<file path="src/rtl/booth_pkg.sv">
// Shared types and width-derived helpers for the sequential radix-2 Booth multiplier.
package booth_pkg;

  typedef enum logic [1:0] {
    IDLE = 2'd0,
    RUN  = 2'd1,
    DONE = 2'd2
  } state_e;

  typedef enum logic [1:0] {
    PASS = 2'd0,
    ADD  = 2'd1,
    SUB  = 2'd2
  } booth_op_e;

  localparam int DEFAULT_WIDTH = 8;

  // One extra iteration covers the extension bit that makes unsigned operands exact.
  function automatic int n_iter(input int width);
    return width + 1;
  endfunction

  function automatic int count_bits(input int width);
    return $clog2(width + 2);
  endfunction

  function automatic booth_op_e booth_decode(input logic q0, input logic q_m1);
    case ({q0, q_m1})
      2'b01:   return ADD;
      2'b10:   return SUB;
      default: return PASS;
    endcase
  endfunction

endpackage

</file>
<file path="src/rtl/booth_step.sv">
// One combinational Booth step: conditional add/sub of the multiplicand, then arithmetic shift right.
module booth_step
  import booth_pkg::*;
#(
  parameter int WIDTH = DEFAULT_WIDTH
) (
  input  logic [WIDTH:0] a,
  input  logic [WIDTH:0] qx,
  input  logic           q_m1,
  input  logic [WIDTH:0] mx,
  output logic [WIDTH:0] a_next,
  output logic [WIDTH:0] qx_next,
  output logic           q_m1_next
);

  logic [WIDTH:0] sum;
  booth_op_e      op;

  always_comb begin
    op  = booth_decode(qx[0], q_m1);
    sum = a;
    case (op)
      ADD:     sum = a + mx;
      SUB:     sum = a - mx;
      default: sum = a;
    endcase
  end

  // {sum, qx, q_m1} shifted right by one with the sign of sum replicated.
  always_comb begin
    a_next    = {sum[WIDTH], sum[WIDTH:1]};
    qx_next   = {sum[0], qx[WIDTH:1]};
    q_m1_next = qx[0];
  end

endmodule

</file>
<file path="src/rtl/booth_seq_mult.sv">
// Sequential radix-2 Booth multiplier: one step per clock, start/done handshake, held product.
module booth_seq_mult
  import booth_pkg::*;
#(
  parameter int WIDTH = DEFAULT_WIDTH
) (
  input  logic               clk,
  input  logic               rst,
  input  logic               start,
  input  logic               tc,
  input  logic [WIDTH-1:0]   M,
  input  logic [WIDTH-1:0]   Q,
  output logic               busy,
  output logic               done,
  output logic [2*WIDTH-1:0] Z
);

  localparam int N_ITER = n_iter(WIDTH);
  localparam int CW     = count_bits(WIDTH);

  state_e          state, state_next;
  logic [CW-1:0]   count;
  logic [WIDTH:0]  a, qx, mx;
  logic            q_m1;
  logic [WIDTH:0]  a_next, qx_next;
  logic            q_m1_next;
  logic            accept;
  logic            last_step;

  booth_step #(.WIDTH(WIDTH)) u_step (
    .a         (a),
    .qx        (qx),
    .q_m1      (q_m1),
    .mx        (mx),
    .a_next    (a_next),
    .qx_next   (qx_next),
    .q_m1_next (q_m1_next)
  );

  assign accept    = start && (state == IDLE || state == DONE);
  assign last_step = (state == RUN) && (count == CW'(1));

  always_ff @(posedge clk or posedge rst) begin
    if (rst) state <= IDLE;
    else     state <= state_next;
  end

  always_comb begin
    state_next = state;
    busy       = 1'b0;
    done       = 1'b0;
    case (state)
      IDLE: begin
        if (start) state_next = RUN;
      end
      RUN: begin
        busy = 1'b1;
        if (last_step) state_next = DONE;
      end
      DONE: begin
        done = 1'b1;
        state_next = start ? RUN : IDLE;
      end
      default: state_next = IDLE;
    endcase
  end

  always_ff @(posedge clk or posedge rst) begin
    if (rst) begin
      count <= '0;
      a     <= '0;
      qx    <= '0;
      q_m1  <= 1'b0;
      mx    <= '0;
      Z     <= '0;
    end else if (accept) begin
      count <= CW'(N_ITER);
      a     <= '0;
      qx    <= tc ? {Q[WIDTH-1], Q} : {1'b0, Q};
      q_m1  <= 1'b0;
      mx    <= tc ? {M[WIDTH-1], M} : {1'b0, M};
    end else if (state == RUN) begin
      count <= count - CW'(1);
      a     <= a_next;
      qx    <= qx_next;
      q_m1  <= q_m1_next;
      // The full product fits in 2*WIDTH bits, so the top two bits of {A,Qx} are pure sign.
      if (last_step) Z <= {a_next[WIDTH-2:0], qx_next};
    end
  end

endmodule

</file>
<file path="config.mk">
export PLATFORM = sky130hd
export DESIGN_NAME = booth_seq_mult
export DESIGN_NICKNAME = d
export VERILOG_FILES = /design/src/rtl/booth_pkg.sv /design/src/rtl/booth_step.sv /design/src/rtl/booth_seq_mult.sv
export SDC_FILE = /design/constraint.sdc
export NUM_CORES = 1
export LEC_CHECK = 0
export ABC_CLOCK_PERIOD_IN_PS = 2580
export CAP_MARGIN = 20
export CELL_PAD_IN_SITES_DETAIL_PLACEMENT = 1
export CELL_PAD_IN_SITES_GLOBAL_PLACEMENT = 1
export CORE_ASPECT_RATIO = 1.75
export CORE_MARGIN = 3
export CORE_UTILIZATION = 25
export DETAILED_ROUTE_END_ITERATION = 10
export HOLD_SLACK_MARGIN = 0.03
export PLACE_DENSITY_LB_ADDON = 0.2
export SYNTH_ARGS = -nofsm -noshare
export SYNTH_HDL_FRONTEND = slang
export SYNTH_SLANG_ARGS = --single-unit
export TNS_END_PERCENT = 10
</file>
<file path="constraint.sdc">
create_clock -name clk -period 2.58 [get_ports clk]
set_clock_uncertainty 0.15 [all_clocks]
set_input_delay 0.774 -clock clk [delete_from_list [all_inputs] [get_ports clk]]
set_output_delay 0.774 -clock clk [all_outputs]
set_load 0.05 [all_outputs]
</file>
# Word level (Yosys, flattened, before mapping)

Index checks and enable logic that the tools add are counted.

Register bits: 50
Output and inout bits: 18

Eq/ne operators: 9
Add/sub/neg operators: 3
Reductions and logical operators: 7
Multiplexer cells: 18
Bitwise gates (word level): 1

Operators by type and width:

| cell                                                | count |
|---|---|
| two-way mux 9 bit                                   | 6 |
| case mux 9 bit (2 select lines)                     | 1 |
| adder 9 bit                                         | 1 |
| subtractor 9 bit                                    | 1 |
| two-way mux 4 bit                                   | 2 |
| equality test 2 x 1 -> 1 bit, second input constant | 3 |
| equality test 2 bit, second input constant          | 3 |
| case mux 2 bit (3 select lines)                     | 1 |
| two-way mux 1 bit                                   | 5 |
| equality test 4 x 1 -> 1 bit, second input constant | 1 |
| two-way mux 2 bit                                   | 2 |
| != test 2 bit, second input constant                | 2 |
| case mux 2 bit (2 select lines)                     | 1 |
| subtractor 4 x 1 -> 4 bit, second input constant    | 1 |
| AND reduction 3 bit                                 | 1 |
| logical AND 1 bit                                   | 2 |
| logical NOT 2 bit                                   | 1 |
| AND reduction 2 bit                                 | 1 |
| nonzero test 2 bit                                  | 1 |
| logical OR 1 bit                                    | 1 |
| inverter 1 bit                                      | 1 |

# Depth between registers and ports, before layout

Gate-level depths: netlist of run 1.

Depth in word-level cells: 6
Gate-level depth with buffers: 12
Gate-level depth less buffers: 11

# Modules after synthesis

From an unflattened synthesis of run 1, not the netlist that was laid out.

Cell total of the unflattened synthesis: 269
Area, all modules: 2,783.9 um^2

By module, submodules not included:

| module         | cells an instance | times used | area each (um^2) | seq. area each (um^2) |
|---|---|---|---|---|
| booth_seq_mult | 165               | 1          | 2,023.2          | 1,251.2 |
| booth_step     | 104               | 1          | 760.7            | 0.0 |

# Worst setup path after synthesis of run 1

No wires, ideal clock.

Kind: reg-to-reg
From: register q_m1
To: register a[6]
Period minus slack after synthesis: 2.747 ns
Required time: 2.359 ns
Path slack: -0.167 ns
Arrival time: 2.526 ns
Buffers on the path: 1
Cell stages (with the launch flop): 13
Path through: dfrtp_1 -> inv_1 -> ha_1 -> clkbuf_1 -> mux2_2 -> inv_1 -> ha_1 -> nor2b_1 -> o21a_1 -> o21ai_2 -> a21oi_2 -> or4b_1 -> nand4_1

Longest elaborated chain between the ends: 6
Elaborated cells on any way between the ends: 8
Classes of those cells: eq/ne (4); mux (4)

RTL lines:

| element                                                             | RTL line             | text |
|---|---|---|
| from (decl)                                                         | booth_seq_mult.sv:24 | `logic q_m1;` |
| from (signal assigned)                                              | booth_seq_mult.sv:86 | `q_m1 <= q_m1_next;` |
| equality test 2 bit or equality test 2 x 1 -> 1 bit (tied branches) | booth_pkg.sv:28      | `case ({q0, q_m1})` |
| case mux 2 bit (2 select lines) (*)                                 | booth_pkg.sv:28      |  |
| equality test 2 bit or equality test 2 x 1 -> 1 bit (tied branches) | booth_step.sv:22     | `case (op)` |
| case mux 9 bit (2 select lines) (*)                                 | booth_step.sv:22     |  |
| two-way mux 9 bit (*)                                               | booth_seq_mult.sv:82 | `end else if (state == RUN) begin` |
| two-way mux 9 bit (*)                                               | booth_seq_mult.sv:76 | `end else if (accept) begin` |
| to (signal assigned)                                                | booth_seq_mult.sv:84 | `a <= a_next;` |
| to (decl)                                                           | booth_seq_mult.sv:23 | `logic [WIDTH:0] a, qx, mx;` |

Mark *: on every way between the ends. The rest lies on a longest branch, timed or not. The select of a mux whose other input is x is not followed.
A chain may end at the register's enable or synchronous reset.

# Final worst setup path of run 1

From: register qx[0]
To: register a[5]

Longest elaborated chain between the ends: 6
Elaborated cells on any way between the ends: 8
Classes of those cells: eq/ne (4); mux (4)

RTL lines:

| element                                                             | RTL line             | text |
|---|---|---|
| from (decl)                                                         | booth_seq_mult.sv:23 |  |
| from (signal assigned)                                              | booth_seq_mult.sv:79 | `qx <= tc ? {Q[WIDTH-1], Q} : {1'b0, Q};` |
| from (signal assigned)                                              | booth_seq_mult.sv:85 | `qx <= qx_next;` |
| equality test 2 bit or equality test 2 x 1 -> 1 bit (tied branches) | booth_pkg.sv:28      |  |
| case mux 2 bit (2 select lines) (*)                                 | booth_pkg.sv:28      |  |
| equality test 2 bit or equality test 2 x 1 -> 1 bit (tied branches) | booth_step.sv:22     |  |
| case mux 9 bit (2 select lines) (*)                                 | booth_step.sv:22     |  |
| two-way mux 9 bit (*)                                               | booth_seq_mult.sv:82 |  |
| two-way mux 9 bit (*)                                               | booth_seq_mult.sv:76 |  |

Marks and branches as above.

==> impl_metrics.toml, run 1 <==
[floorplanning]
fp.dieArea_um2 = 11600
die_x_um = 82.7
ios = 38
rows = 48
core_um2 = 9970
die_y_um = 140
start_util_pct = 25.8

[routing]
wl_met1_um = 3000
via_per_inst = 4.73
vias = 2264
route.detailed.drc = 0
wl_met2_um = 4540
top_layer = "met4"
first_pass_iters = 4
postRouteAntennaNets = 0
post_drt_wl_per_cell_um = 16.4
drt-total-wl_um = 7850
drt_iter0_markers = 62
dr_wl_met3_um = 168

[finish]
drive_above_1_share_pct = 22.3
syn2layout_area_growth_pct = 40.2
fillers = 1197
antenna_cells = 0
final_net_count = 386

[cts]
postCtsHoldBufs = 0
clockBufferDepth = 2
clock_latency_ns = 0.29
cts_tree = "done"
clock_sinks = 49
numCtsBuffers = 5
ctsHtreeMaxLevel = 2
cts.clk_slew.worst_paths_ns = 0.07
root_buffer = "clkbuf_16"

[critical_path]
crit_buf_inv = 2
required_ns = 2.63
timing.rr.start = "qx[0]$_DFFE_PP0P_"
crit_family = "compound AO/OA/AOI/OAI gates"
path_cells = "ha_4 > buf_6 > nor2_2 > xnor2_1 > ha_1 > o21a_1 > o31a_1 > buf_4 > o21ai_2 > nand2b_1 > xnor2_2 > o31ai_1"
end_kind = "flop"
crit_path_top_delay_cell = "dfrtp_1"
startpoint = "qx[0]$_DFFE_PP0P_"
critPathKind = "reg2reg"
crit_path_max_incr_delay_ns = 0.41
cp-start-kind = "flop"
critPathArrivalTime_ns = 2.64
path_max_fanout = 5

[grt]
grt_start_max_net_pins = 50
gr-usage-all-layers_pct = 15.1
grt_first_pass_wirelength_um = 13300
antenna_found_initial = 0
overflow = 0
grt_pass1_vias = 2604

[synthesis]
yosys_warnings = 0
synth.area.top_cells = "dfrtp_1, nand2_1, ha_1"
synth_commonest_cells = "nand2_1, dfrtp_1, ha_1, o21ai_1, nor2_1"
synth-edff-count = 0
syn_inst = 284
syn-cell-area_um2 = 2570
synth.net_count = 317
synth_seq_cells = 49
synth.distinct_cells = 45
synthMostInstantiatedCell = "nand2_1"
synth_top_area_cell = "dfrtp_1"
ys_async_sr_fraction_pct = 100
syn_avg_cell_area_um2 = 9.07
synthFlopType = "dfrtp_1"
yosysSeqAreaShare_pct = 47.6
synth_top_area_share_pct = 47.6

[min_path]
hold_class = "reg2reg"
min_from = "Z[13]$_DFFE_PP0P_"

[timing]
setup_ws_ns = -0.0104
hold_viol = 0
tightest_slew_ns = 0.666
post-route-min-period_ns = 2.59
max_freq_ghz = 0.386
rsz0062_at_grt = "yes"
slew_violations = 0
setup-violations-final = 2
finalCritPeriodShare_pct = 100
maxSlewHeadroom_pct = 55.6

[job]
drv_cap = 0

[status]
violations = "setup timing"
status = "complete, but fails checks"

[place]
hpwlAfterDp_um = 5750
place_ws_ns = -0.126
gp_congestion = 0.803
io_buffers = 37
[layout by cell type (no fill, tap or decap), types with 4 or more instances in the layout]
cell / n
nand2_1: 84
nand2b_1: 4
a22oi_1: 8
clkdlybuf4s50_1: 35
inv_1: 4
ha_1: 10
nor2_1: 8
clkbuf_16: 5
a21oi_2: 4
o21ai_2: 4
dfrtp_1: 48
o21ai_1: 10
xnor2_1: 7
a22o_1: 4
nand3_1: 4
a21oi_1: 6
buf_4: 37
inv_2: 8
[cells by family (layout without fill, tap and decap cells)]
family          Yosys count  after routing  synth area share [%]
mux                       6              6                  2.48
fa+ha+maj                13             13                  6.61
xor+xnor                 12             12                  4.08
flops                    49             49                  47.6
buf+inv                  25             95                  3.74
simple gates            124            124                  21.1
compound gates           55             55                  14.4
[worst paths after layout]
| path | to | slack (ns) | cells past startpoint |
|---|---|---|---|
| min | Z[13]$_DFFE_PP0P_ | 0.34 | 2 |
| max reg2reg | a[5]$_DFFE_PP0P_ | -0.01 | 12 |
| max | a[5]$_DFFE_PP0P_ | -0.01 | 12 |
| min in group asynchronous | Z[9]$_DFFE_PP0P_ | 0.70 | 3 |
| min reg2reg | Z[13]$_DFFE_PP0P_ | 0.34 | 2 |
| max in group asynchronous | mx[2]$_DFFE_PP0P_ | 1.32 | 3 |
[repair_timing]
item	4_1_cts	5_1_grt
gates resized for setup	19	10
pin swaps	17	8
endpoints found under the setup margin	7	11
setup buffers	8	1
[worst register-to-register path: stages, from the launching register on]
cell      delay (ns)
dfrtp_1         0.41
ha_4            0.19
buf_6           0.13
nor2_2          0.11
xnor2_1         0.14
ha_1            0.27
o21a_1          0.19
o31a_1          0.14
buf_4           0.15
o21ai_2         0.11
nand2b_1        0.12
xnor2_2         0.18
o31ai_1         0.21
[stage by stage]
step	setup TNS (ns)	instances	hold slack (ns)	util, %	instance area [um2]
after floorplan	-0.0415	284	0.309	-	2590
after global placement	-0.293	461	0.312	32.9	3280
after detailed placement	-1.75	461	0.323	32.9	3280
after CTS	-0.0192	477	0.345	35.7	3560
after global routing	-0.572	479	0.361	36.2	3610
final	-0.0112	479	0.336	36.2	3610
[layer usage]
metal,global-route usage [%],up-vias
met4,5.00,0
met5,0,-
met3,2.06,10
li1,-,1101
met2,27.7,29
met1,17.3,1124
[final cells by class]
class | count | area [um2] | share of cell area, %
clock buffers | 7 | 133 | 3.67
inverters | 12 | 45.0 | 1.25
flip-flops and latches | 49 | 1230 | 34.0
repair buffers | 75 | 679 | 18.8
clock inverters | 1 | 7.51 | 0.208
well taps | 125 | 156 | 4.33
multi-input cells | 210 | 1360 | 37.7
[sequential cells by signal, summed over array words and instances, names as in the netlist]
signal / count
Z: 16
qx: 9
q_m1: 1
count: 4
mx: 9
a: 8
state: 2
Power of run 1 is not shown: default switching activity piles up to over one toggle a cycle in this logic, so the estimate is an artifact.
==> run 2, diff against run 1 <==
Settings changed: CTS_CLUSTER_SIZE set to 14.
==> results of run 2 <==
The final DEF is identical to that of run 1; final timing and power are the same.
Power of run 2 is left out for the same reason.
==> run 3, diff against run 2 <==
Settings changed: ABC_CLOCK_PERIOD_IN_PS 2580 to 3000.
Clock period 2.58 ns to 3 ns, I/O delays scaled along.
==> impl_metrics.toml, run 3 (synthesis results as in run 1) <==
[routing]
postRouteAntennaNets = 0
route.detailed.drc = 0
post_drt_wl_per_cell_um = 16.4
via_per_inst = 4.82
vias = 2168
drt_iter0_markers = 62
drt-total-wl_um = 7380
first_pass_iters = 4

[cts]
numCtsBuffers = 5
clockBufferDepth = 2
clock_sinks = 49
cts.clk_slew.worst_paths_ns = 0.07
root_buffer = "clkbuf_16"
clock_latency_ns = 0.30
cts_setup_buffers = 0
ctsHtreeMaxLevel = 2
cts_tree = "done"

[finish]
largest_reg_flops = 16
antenna_cells = 0
mostFrequentLayoutCells = "nand2_1, dfrtp_1, clkdlybuf4s50_1, o21ai_1"
final_common_cell = "nand2_1"
final_net_count = 357
biggestRegsByFlops = "Z: 16 flops, mx: 9 flops, qx: 9 flops"
drive_above_1_share_pct = 9.54
fillers = 1207
top_register = "Z"
syn2layout_area_growth_pct = 29.2

[grt]
grt_start_max_net_pins = 28
grt_pass1_vias = 2375
antenna_found_initial = 0
grt_first_pass_wirelength_um = 12400
overflow = 0
gr-usage-all-layers_pct = 14.3

[floorplanning]
fp.dieArea_um2 = 11600
ios = 38
die_y_um = 140
start_util_pct = 25.8
rows = 48
die_x_um = 82.7
core_um2 = 9970

[timing]
maxSlewHeadroom_pct = 50.6
setup-violations-final = 0
tightest_slew_ns = 0.739
post-route-min-period_ns = 2.80
slew_violations = 0
finalCritPeriodShare_pct = 93.2
rsz0062_at_grt = "no"
hold_viol = 0
fin_tns_setup_ns = 0
max_freq_ghz = 0.358

[min_path]
hold_class = "reg2reg"

[critical_path]
crit_path_top_delay_cell = "or4b_1"
critPathKind = "reg2reg"
cp-start-kind = "flop"
path_max_fanout = 4
critPathArrivalTime_ns = 2.88
path_cells = "inv_1 > ha_1 > mux2_2 > inv_1 > ha_1 > nor2b_1 > o21a_1 > o21ai_2 > a21oi_2 > or4b_1 > nand4_1"
crit_path_max_incr_delay_ns = 0.49
end_kind = "flop"
required_ns = 3.08

[place]
io_buffers = 37
gp_congestion = 0.787
hpwlAfterDp_um = 5610

[job]
drv_cap = 0

[status]
status = "finished, final reports clean"
==> run 3: cell types whose count changed in the layout (fill, tap and decap cells not counted), moves of 2 or more <==
cell	previous run	this run
ha_4	2	0
xnor2_1	7	9
a21oi_1	6	8
ha_2	0	2
a21oi_2	4	2
inv_1	4	8
o21ai_1	10	12
nor2_1	8	10
clkbuf_1	2	0
o21ai_2	4	1
buf_4	37	8
xnor2_2	2	0
nor2_2	2	0
inv_2	8	4
==> run 3: final timing paths <==
check / startpoint / slack [ns] / end / depth (start not counted)
min: Z[8]$_DFFE_PP0P_ / 0.33 / Z[8]$_DFFE_PP0P_ / 2
min reg2reg: Z[8]$_DFFE_PP0P_ / 0.33 / Z[8]$_DFFE_PP0P_ / 2
max: mx[0]$_DFFE_PP0P_ / 0.20 / a[6]$_DFFE_PP0P_ / 11
max in group asynchronous: rst / 1.35 / mx[4]$_DFFE_PP0P_ / 3
max reg2reg: mx[0]$_DFFE_PP0P_ / 0.20 / a[6]$_DFFE_PP0P_ / 11
min in group asynchronous: rst / 0.81 / Z[5]$_DFFE_PP0P_ / 2
==> run 3: per-stage QoR <==
stage               util (%)  setup WS, ns  area, um2  hold slack (ns)  std cells
floorplan                  -         0.253       2570            0.309        284
global placement        31.5         0.211       3140            0.313        442
detailed placement      31.5         0.176       3140            0.316        442
CTS                     33.3         0.148       3320            0.337        450
global route            33.4        0.0153       3330            0.359        450
finish                  33.4         0.204       3330            0.334        450
==> run 3: layout make-up <==
cell class | instances | area, um2 | share of cell area (%)
Clock inverter | 2 | 37.5 | 1.13
Multi-Input combinational cell | 210 | 1260 | 37.9
Sequential cell | 49 | 1230 | 36.9
Clock buffer | 6 | 139 | 4.18
Inverter | 12 | 45.0 | 1.35
Timing Repair Buffer | 46 | 460 | 13.8
Tap cell | 125 | 156 | 4.70
==> run 3: what timing repair did <==
action                     in CTS  in global routing
gates resized for setup         0                  3
hold buffers                    0                  0
setup endpoints to repair       0                  2
==> run 3: critical path: cells and delay by family, from the launching register on <==
kind	cells	cell delay, ns
and+or+nand+nor	3	0.73
adders and majority gates	2	0.51
AOI/OAI and AO/OA	3	0.47
DFF	1	0.43
muxes	1	0.29
buffers and inverters	2	0.16
==> run 3: layer usage <==
metal / up-vias / routed length [um] / global-route usage (%)
li1: 1054 / - / -
met1: 1085 / 2860 / 15.7
met2: 23 / 4240 / 26.1
met3: 6 / 137 / 2.57
met4: 0 / 133 / 5.60
met5: - / 0 / 0
Power of run 3 is left out for the same reason.
==> variant (flow settings as in run 2) <==
`DEFAULT_WIDTH`: 8 -> 9.
--- a/src/rtl/booth_pkg.sv
+++ b/src/rtl/booth_pkg.sv
@@ -13,7 +13,7 @@
     SUB  = 2'd2
   } booth_op_e;
 
-  localparam int DEFAULT_WIDTH = 8;
+  localparam int DEFAULT_WIDTH = 9;
 
   // One extra iteration covers the extension bit that makes unsigned operands exact.
   function automatic int n_iter(input int width);
Ports: changed (resized M, Q and Z); port bits go from 38 to 42. The function was not compared with the original's and may differ.
==> variant against run 2 <==
  * Fmax decreased by 3.5%
  * The flow still finishes with violations (negative setup slack)
  * Die area increased by 11%
  * Sequential cell count increased by 5
  * Area after synthesis increased by 11%
  * Wire length increased by 7.6%
  * Worst setup slack got worse by 0.094 ns
  * Cell count increased by 9.0%
  * Synthesized cell count increased by 7.7%
  * Global-route usage decreased by 0.90 points
  * Via count increased by 11%
  * Largest cell class unchanged
  * Final area increased by 14%
Power is not shown: default switching activity piles up to over one toggle a cycle in this logic, so the estimate is an artifact.
==> variant: results (changes against run 2) <==
Parameter                              Value

Status
  Result of the run    complete, but fails checks
  Failing checks    negative setup slack

Clock tree
  Buffer levels on the longest clock path    2 (unchanged)
  Clock-pin slew on the worst setup and hold paths    0.07 ns (about the same)
  Clock insertion delay at the later pin of the skew report    0.30 ns
  Root Driver    clkbuf_16
  Number of buffers created by CTS    5 (unchanged)
  H-tree lvl count    2 (unchanged)

Critical path
  Cell depth of the worst flop-to-flop path    11 (-1)
  Peak fanout along the critical path    7 (+2)
  Slowest stage cell on the critical path    dfrtp_1
  Arrival time worst endpoint    2.75 ns (+0.11 ns)
  Largest stage delay on the critical path    roughly 0.42 ns

Drt
  Drt first-iter violations    85 (+37%)
  Via density    4.79 (+1.4%)
  Detailed Route WL    8.44 mm (+7.6%)
  First-pass iteration count of the detailed router    4 (unchanged)

Finish
  Largest registers    Z: 18 flops, mx: 10 flops, qx: 10 flops
  Number of nets in the final layout    425 (+10%)
  # fillers    1242 (+3.8%)
  Diodes inserted    0 (unchanged)
  Layout Cells excl Fill    522 (+9.0%)
  Share of layout cells above drive strength 1    0.264 (+0.0409)

Synth
  Number of nets produced by synthesis    342 (+7.9%)
  Number of synthesis warnings    0 (unchanged)
  Synth Area per Inst    9.36 µm² (+3.3%)
  Top cells by instance count after synthesis    90 x nand2_1, 54 x dfrtp_1, 14 x o21ai_0, 13 x ha_1
  Proportion of register bits with asynchronous set or reset after synthesis    1.00 (unchanged)
  Post-synthesis sequential area ratio    0.472 (-0.00457)
  Number of different library cells in the post-synthesis netlist    42 (-6.7%)
  Leading post-synthesis cells by cell area    dfrtp_1 47%, nand2_1 12%, ha_1 5.7%, xnor2_1 3.7%, mux2_2 2.8%

Placement
  Post-DP HPWL    6.38 mm (+11%)
  Final weighted congestion in routability-driven placement    0.827 (+3.0%)
  Dpl cells    506 (+9.8%)
  Placed standard-cell area    0.00373 mm² (+14%)
  Input/output buffers    41 (+11%)

Global routing
  Global-route usage over all layers    0.142 (-0.00901)
  Antenna violations before repair    0 (unchanged)
  Pin count of the biggest net entering global routing    42 (-16%)
  Global-route wire length before repair    14.1 mm (+6.1%)
  Via count of the first global-routing pass    2771 (+6.4%)

Timing
  Worst Slack Setup Final    -0.104 ns (-0.0936 ns)
  Endpoints failing setup    9 (+7)
  Worst rel slew slack    0.612 (+0.0557)
  Final sum of negative setup slack    -0.501 ns (-0.490 ns)

Min path
  Path category of the worst min-delay check    flop to flop
  Worst hold path depth    2 (unchanged)

Run
  Number of maximum-capacitance constraint violations    0 (unchanged)

Die
  Total Die Area    0.0128 mm² (+11%)
==> variant: changes by cell type after synthesis, moves of 3 or more <==
cell / delta
o21ai_1: -12
o21ai_0: +10
a21oi_1: -5
dfrtp_1: +5
mux2_2: +5
nand2_1: +5
inv_1: +3
inv_2: -3
o31ai_1: +3
xnor2_1: +3
==> variant: cells by family (layout without fill, tap and decap cells) <==
kind of cell    count (synthesis)  in the layout  share of synthesized area
compound gates                 55             55                      0.139
xor+xnor                       16             16                     0.0489
fa+ha+maj                      14             14                     0.0638
buf+inv                        25            109                     0.0332
flops                          54             54                      0.472
mux                            10             10                     0.0380
simple gates                  132            132                      0.206
==> variant: worst paths after layout <==
kind	startpoint	end	slack [ns]
worst min-delay path	Z[4]	Z[4]	0.33
max in group asynchronous	rst	mx[3]	1.12
min in group asynchronous	rst	Z[11]	0.59
worst max register to register	qx[0]	a[8]	-0.10
worst min register to register	Z[4]	Z[4]	0.33
worst max-delay path	qx[0]	a[8]	-0.10
==> variant: area by class of cell <==
| cell class | instances | share of cell area |
|---|---|---|
| repair buffers | 89 | 0.193 |
| flip-flops and latches | 54 | 0.329 |
| clock inverters | 2 | 0.00913 |
| well taps | 132 | 0.0402 |
| multi-input cells | 227 | 0.386 |
| inverters | 12 | 0.0110 |
| clock buffers | 6 | 0.0313 |
==> variant: critical path, delay by kind of cell (launching register included) <==
family                     cells  cell delay [ns]
adders and majority gates      2             0.45
DFF                            1             0.42
xor gates and xnor gates       2             0.24
AOI/OAI and AO/OA              4             0.78
and+or+nand+nor                2             0.43
buffers and inverters          1             0.14
==> variant: layer usage <==
metal | vias up | part of all wire | track usage
met1 | 1253 | 0.38 | 0.157
met3 | 12 | 0.015 | 0.0184
met5 | - | 0 | 0
met4 | 0 | 0.023 | 0.0515
met2 | 29 | 0.58 | 0.268
li1 | 1208 | - | -
==> variant: repair_timing <==
| item | CTS | global route |
|---|---|---|
| pin swaps | 10 | 14 |
| gates cloned | 0 | 0 |
| endpoints found under the setup margin | 12 | 12 |
| setup buffers | 5 | 3 |
| hold endpoints to repair | 0 | 0 |
| resized for setup | 14 | 21 |
==> variant: through the flow <==
step                 util  hold slack, ns  setup slack, ns
finish              0.368           0.333           -0.104
detailed placement  0.334           0.316           -0.233
CTS                 0.358           0.341           -0.126
global placement    0.334           0.313           -0.160
global route        0.368           0.361           -0.211
floorplan               -           0.310         -0.00459
